### config.mk
export PLATFORM = sky130hd
export DESIGN_NAME = cpu_program_loader
export DESIGN_NICKNAME = d
export VERILOG_FILES = /design/src/rtl/cpu_program_loader_pkg.sv /design/src/rtl/cpu_program_loader_checksum.sv /design/src/rtl/cpu_program_loader.sv
export SDC_FILE = /design/constraint.sdc
export NUM_CORES = 1
export LEC_CHECK = 0
export CORE_MARGIN = 10
export CORE_UTILIZATION = 43
export DETAILED_ROUTE_END_ITERATION = 10
export HOLD_SLACK_MARGIN = 0.08
export PLACE_DENSITY = 0.75
export SLEW_MARGIN = 10
export SYNTH_ARGS = -nofsm -noshare
export SYNTH_HDL_FRONTEND = slang
export SYNTH_SLANG_ARGS = --single-unit
### constraint.sdc
create_clock -name clk -period 2.5 [get_ports clk]
set_input_delay 0.5 -clock clk [delete_from_list [all_inputs] [get_ports clk]]
set_output_delay 0.5 -clock clk [all_outputs]
set_load 0.005 [all_outputs]
### src/rtl/cpu_program_loader_pkg.sv
// Shared types and constants for the CPU program loader.
package cpu_program_loader_pkg;

  typedef enum logic [1:0] {
    ST_RUN    = 2'd0,
    ST_LOAD   = 2'd1,
    ST_VERIFY = 2'd2,
    ST_DONE   = 2'd3
  } state_e;

  localparam logic [11:0] NOP = 12'h000;

endpackage

### src/rtl/cpu_program_loader_checksum.sv
// Modulo-2^CSUM_W running sum of zero-extended data words.
module cpu_loader_checksum #(
  parameter int DATA_W = 12,
  parameter int CSUM_W = 16
) (
  input  logic              clk,
  input  logic              rst,
  input  logic              clear_i,
  input  logic              add_i,
  input  logic [DATA_W-1:0] data_i,
  output logic [CSUM_W-1:0] sum_o
);

  logic [CSUM_W-1:0] sum_q, sum_d;

  always_comb begin
    sum_d = sum_q;
    if (clear_i) begin
      sum_d = '0;
    end else if (add_i) begin
      sum_d = sum_q + CSUM_W'(data_i);
    end
  end

  always_ff @(posedge clk) begin
    if (rst) begin
      sum_q <= '0;
    end else begin
      sum_q <= sum_d;
    end
  end

  assign sum_o = sum_q;

endmodule

### src/rtl/cpu_program_loader.sv
// Shares the program memory port between CPU fetch and a word-serial loader,
// holding the CPU while a load and its checksum read-back are in progress.
module cpu_program_loader
  import cpu_program_loader_pkg::*;
#(
  parameter int ADDR_W = 9,
  parameter int DATA_W = 12,
  parameter int DEPTH  = 512,
  parameter int CSUM_W = 16
) (
  input  logic              clk,
  input  logic              rst,
  input  logic [ADDR_W-1:0] cpu_addr,
  output logic [DATA_W-1:0] cpu_instr,
  output logic              cpu_hold,
  input  logic              ld_start,
  input  logic              ld_valid,
  output logic              ld_ready,
  input  logic [DATA_W-1:0] ld_data,
  input  logic              ld_last,
  output logic              ld_done,
  output logic              ld_err,
  output logic [ADDR_W-1:0] mem_address,
  output logic [DATA_W-1:0] mem_data,
  output logic              mem_wren,
  input  logic [DATA_W-1:0] mem_q,
  output state_e            dbg_state
);

  // Pointers carry one extra bit so a full memory gives count == DEPTH.
  localparam int CNT_W = ADDR_W + 1;

  // Loader handshake: a word transfers on a cycle where ld_valid and
  // ld_ready are both high; ld_ready is high only in LOAD while space remains.
  state_e           state_q, state_d;
  logic [CNT_W-1:0] wr_ptr_q, wr_ptr_d;
  logic [CNT_W-1:0] rd_ptr_q, rd_ptr_d;
  logic [CNT_W-1:0] count_q, count_d;
  logic             rd_vld_q, rd_vld_d;
  logic             fetch_q;
  logic             ld_err_q, ld_err_d;
  logic             wsum_clr, wsum_add, rsum_clr, rsum_add;
  logic [CSUM_W-1:0] wsum, rsum;

  always_comb begin
    state_d     = state_q;
    wr_ptr_d    = wr_ptr_q;
    rd_ptr_d    = rd_ptr_q;
    count_d     = count_q;
    rd_vld_d    = 1'b0;
    ld_err_d    = ld_err_q;
    wsum_clr    = 1'b0;
    wsum_add    = 1'b0;
    rsum_clr    = 1'b0;
    rsum_add    = 1'b0;
    cpu_hold    = 1'b1;
    cpu_instr   = DATA_W'(NOP);
    ld_ready    = 1'b0;
    ld_done     = 1'b0;
    mem_address = wr_ptr_q[ADDR_W-1:0];
    mem_data    = '0;
    mem_wren    = 1'b0;
    case (state_q)
      ST_RUN: begin
        cpu_hold    = 1'b0;
        mem_address = cpu_addr;
        if (fetch_q) cpu_instr = mem_q;
        if (ld_start) begin
          state_d  = ST_LOAD;
          wr_ptr_d = '0;
          wsum_clr = 1'b1;
          ld_err_d = 1'b0;
        end
      end
      ST_LOAD: begin
        ld_ready = (wr_ptr_q < CNT_W'(DEPTH));
        if (ld_valid && ld_ready) begin
          mem_data = ld_data;
          mem_wren = 1'b1;
          wr_ptr_d = wr_ptr_q + 1'b1;
          wsum_add = 1'b1;
          if (ld_last || (wr_ptr_q == CNT_W'(DEPTH - 1))) begin
            state_d  = ST_VERIFY;
            count_d  = wr_ptr_q + 1'b1;
            rd_ptr_d = '0;
            rsum_clr = 1'b1;
          end
        end
      end
      ST_VERIFY: begin
        mem_address = rd_ptr_q[ADDR_W-1:0];
        if (rd_ptr_q < count_q) begin
          rd_ptr_d = rd_ptr_q + 1'b1;
          rd_vld_d = 1'b1;
        end
        // mem_q holds the word read on the previous cycle.
        if (rd_vld_q) begin
          rsum_add = 1'b1;
          if (rd_ptr_q == count_q) state_d = ST_DONE;
        end
      end
      ST_DONE: begin
        ld_done  = 1'b1;
        ld_err_d = (rsum != wsum);
        state_d  = ST_RUN;
      end
      default: state_d = ST_RUN;
    endcase
  end

  always_ff @(posedge clk) begin
    if (rst) begin
      state_q  <= ST_RUN;
      wr_ptr_q <= '0;
      rd_ptr_q <= '0;
      count_q  <= '0;
      rd_vld_q <= 1'b0;
      fetch_q  <= 1'b0;
      ld_err_q <= 1'b0;
    end else begin
      state_q  <= state_d;
      wr_ptr_q <= wr_ptr_d;
      rd_ptr_q <= rd_ptr_d;
      count_q  <= count_d;
      rd_vld_q <= rd_vld_d;
      fetch_q  <= (state_q == ST_RUN);
      ld_err_q <= ld_err_d;
    end
  end

  cpu_loader_checksum #(.DATA_W(DATA_W), .CSUM_W(CSUM_W)) u_wsum (
    .clk     (clk),
    .rst     (rst),
    .clear_i (wsum_clr),
    .add_i   (wsum_add),
    .data_i  (ld_data),
    .sum_o   (wsum)
  );

  cpu_loader_checksum #(.DATA_W(DATA_W), .CSUM_W(CSUM_W)) u_rsum (
    .clk     (clk),
    .rst     (rst),
    .clear_i (rsum_clr),
    .add_i   (rsum_add),
    .data_i  (mem_q),
    .sum_o   (rsum)
  );

  assign ld_err    = ld_err_q;
  assign dbg_state = state_q;

endmodule

==> results.cfg <==
[place]
place.gp.congestion = 0.916
port_buffers = 77
hpwl_um = 10500

[logic_synthesis]
synthFlopType = dfxtp_1
synth_seq_cells = 67
synth-edff-count = 0
synth_xor_area_share_pct = 8.07
ys_seq_area_share_pct = 28.7
syn-num-nets = 675
synth_cells = 595
synth_compound_area_share_pct = 23.0
synth.area.mux_share_pct = 1.07
synth_cell_types = 53
synth_top_family_by_area = simple AND/OR/NAND/NOR gates
syn_avg_cell_area_um2 = 7.84
async_reset_ff_share_pct = 0
synth_warnings = 0
yosys.area_share.simple_pct = 23.4
syn-cell-area_um2 = 4670
synthAdderAreaFrac_pct = 11.6

[worst_hold_path]
min_path_cells = 2
min_path_type = flop to flop
hold_start = count_q[8]
min_to = count_q[8]

[drt]
drt_iter0_markers = 401
viasPerCell = 5.62
ant_nets = 0
drc_errors = 0
firstDrtPassIters = 5
wire_per_inst_um = 16.2
vias = 4757
routed_wl_um = 13700

[power_and_ir_drop]
power.density_nw_per_um2 = 668
max-vdd-ir-drop_mv = 0.368
leakage_nw = 2.68

[sta]
setup_viol = 0
period_needed_ns = 2.49
finClkSkew_ns = 0.00948
slew_headroom_pct = 58.9
post-route-period-util_pct = 99.7
tightest_slew_ns = 0.610
hold_slack_ns = 0.480
max_freq_mhz = 401
hold_viol = 0
slew_viol_final = 0
timing.setup.tns_ns = 0
rsz0062_at_grt = yes

[die]
die_x_um = 124
start_util_pct = 44.6
die_h_um = 124
rows = 37
ioPinCount = 78
core_area_um2 = 10500
die_area_um2 = 15400

[grt]
first_global_vias = 4668
antenna_found_initial = 0
track_usage_pct = 17.7
grt_overflow = 0
grt_max_degree = 38
grt_pass1_wl_um = 22300

[worst_setup_path]
critPathMaxFanout = 9
critical_path_required_ns = 2.00
regToRegStartpoint = count_q[7]
r2r_slack_ns = 0.24
worstPathArrival_ns = 1.99
cp-end-kind = primary output
r2r_cells = 9
path_class = flop to primary output
startpoint_type = flop
r2r_end = rd_ptr_q[3]

[final_layout]
final_nets = 785
num_antenna_cells = 0
n_fill_cell = 931
drive_gt1_share_pct = 11.8
layout.area.seq_um2 = 1350
multi_input_area_um2 = 3220
final_common_cell = nand2_1
area_delta_synth_final_pct = 33.3
final_cell_mix = nand2_1, clkdlybuf4s50_1, dfxtp_1

[cts]
path_clk_slew_ns = 0.08
clock-root-buffer = clkbuf_8
cts.sink_count = 67
cts_htree_levels = 3
cts_made_buffers = 9
insertion_delay_ns = 0.36
cts_setup_buffers = 0
cts_tree = yes
clk_path_buf_depth = 2

[run_status]
outcome = finished clean

[run]
cap_violations = 0
sequential cells by signal (all words and copies together) (netlist names):
signal and flops:
fetch_q 1, u_rsum.sum_o 16, rd_ptr_q 10, wr_ptr_q 10, u_wsum.sum_o 16, count_q 10
dbg_state 2, ld_err 1, rd_vld_q 1
synth_stat cells, types with 7 or more instances:
| cell type | number | area share [%] |
|---|---|---|
| nor3_1 | 7 | 0.75 |
| dfxtp_1 | 67 | 29 |
| nand2_1 | 75 | 6.0 |
| and3_1 | 22 | 2.9 |
| a21oi_1 | 57 | 6.1 |
| xnor2_1 | 20 | 3.8 |
| a22oi_1 | 11 | 1.8 |
| ha_1 | 40 | 11 |
| nand2b_1 | 8 | 1.1 |
| and2_1 | 20 | 2.7 |
| clkbuf_1 | 21 | 1.7 |
| nand4_1 | 8 | 1.1 |
| nand3_1 | 10 | 1.1 |
| o21ai_0 | 27 | 2.9 |
| inv_1 | 22 | 1.8 |
| xor2_1 | 23 | 4.3 |
| a211oi_1 | 22 | 3.5 |
| nor2_1 | 54 | 4.3 |
cell type report:
type	instances	share of cell area, %
multi-input cells	480	51.8
flip-flops and latches	67	21.6
repair buffers	125	18.9
well taps	136	2.74
clock buffers	9	1.99
clock inverters	7	1.61
inverters	22	1.33
cell families (layout without fill, tap and decap cells):
logic type / Yosys count / in the layout
AO/OA/AOI/OAI: 164 / 164
XOR/XNOR: 43 / 43
adder cells (fa/ha/maj): 42 / 42
buffers and inverters: 48 / 163
flip-flops: 67 / 67
multiplexers: 5 / 5
AND/OR/NAND/NOR: 226 / 226
layer usage:
metal	part of all wire, %	global-route usage [%]	vias to the layer above
li1	-	-	2367
met1	45	22.8	2217
met2	48	30.0	159
met3	6.1	2.62	14
met4	1.1	4.82	0
met5	0	0	-
worst max-delay path, stage by stage, from the launching register on:
cell and delay, ns:
dfxtp_4 0.38, inv_1 0.10, ha_2 0.24, nor2_4 0.12, buf_6 0.14, nand2_1 0.07, nand2_1 0.09, clkdlybuf4s50_1 0.50
where the power goes:
part | internal (mW) | switching, mW | total, mW
clock | 0.566 | 0.465 | 1.03
combinational | 0.926 | 0.965 | 1.89
sequential | 1.14 | 0.0929 | 1.23
total | 2.63 | 1.52 | 4.15
repair_timing:
item / CTS / global route
hold buffers: 0 / 0
pin swaps: 1 / 6
setup endpoints to repair: 23 / 45
resized for setup: 12 / 24
per-stage QoR:
| stage | utilization (%) | instances | total power [mW] | setup slack, ns | instance area [um2] |
|---|---|---|---|---|---|
| after floorplan | - | 595 | 2.16 | 0.00102 | 4670 |
| after global placement | 56.1 | 830 | 2.95 | -0.449 | 5870 |
| after detailed placement | 56.1 | 830 | 3.00 | -0.503 | 5870 |
| after CTS | 58.6 | 846 | 4.06 | -0.00498 | 6130 |
| after global routing | 59.5 | 846 | 4.40 | -0.0677 | 6220 |
| final | 59.5 | 846 | 4.15 | 0.00858 | 6220 |
worst max path at each step:
stage                 startpoint  cells past startpoint          endpoint
floorplan               mem_q[0]                      8  u_rsum.sum_o[14]
global placement        mem_q[0]                      9  u_rsum.sum_o[14]
detailed placement      mem_q[0]                      9  u_rsum.sum_o[12]
CTS                 dbg_state[0]                      5      cpu_instr[5]
global route        dbg_state[0]                      7    mem_address[8]
finish              dbg_state[0]                      7    mem_address[6]
Note: power is estimated with default switching activity, not from simulation.
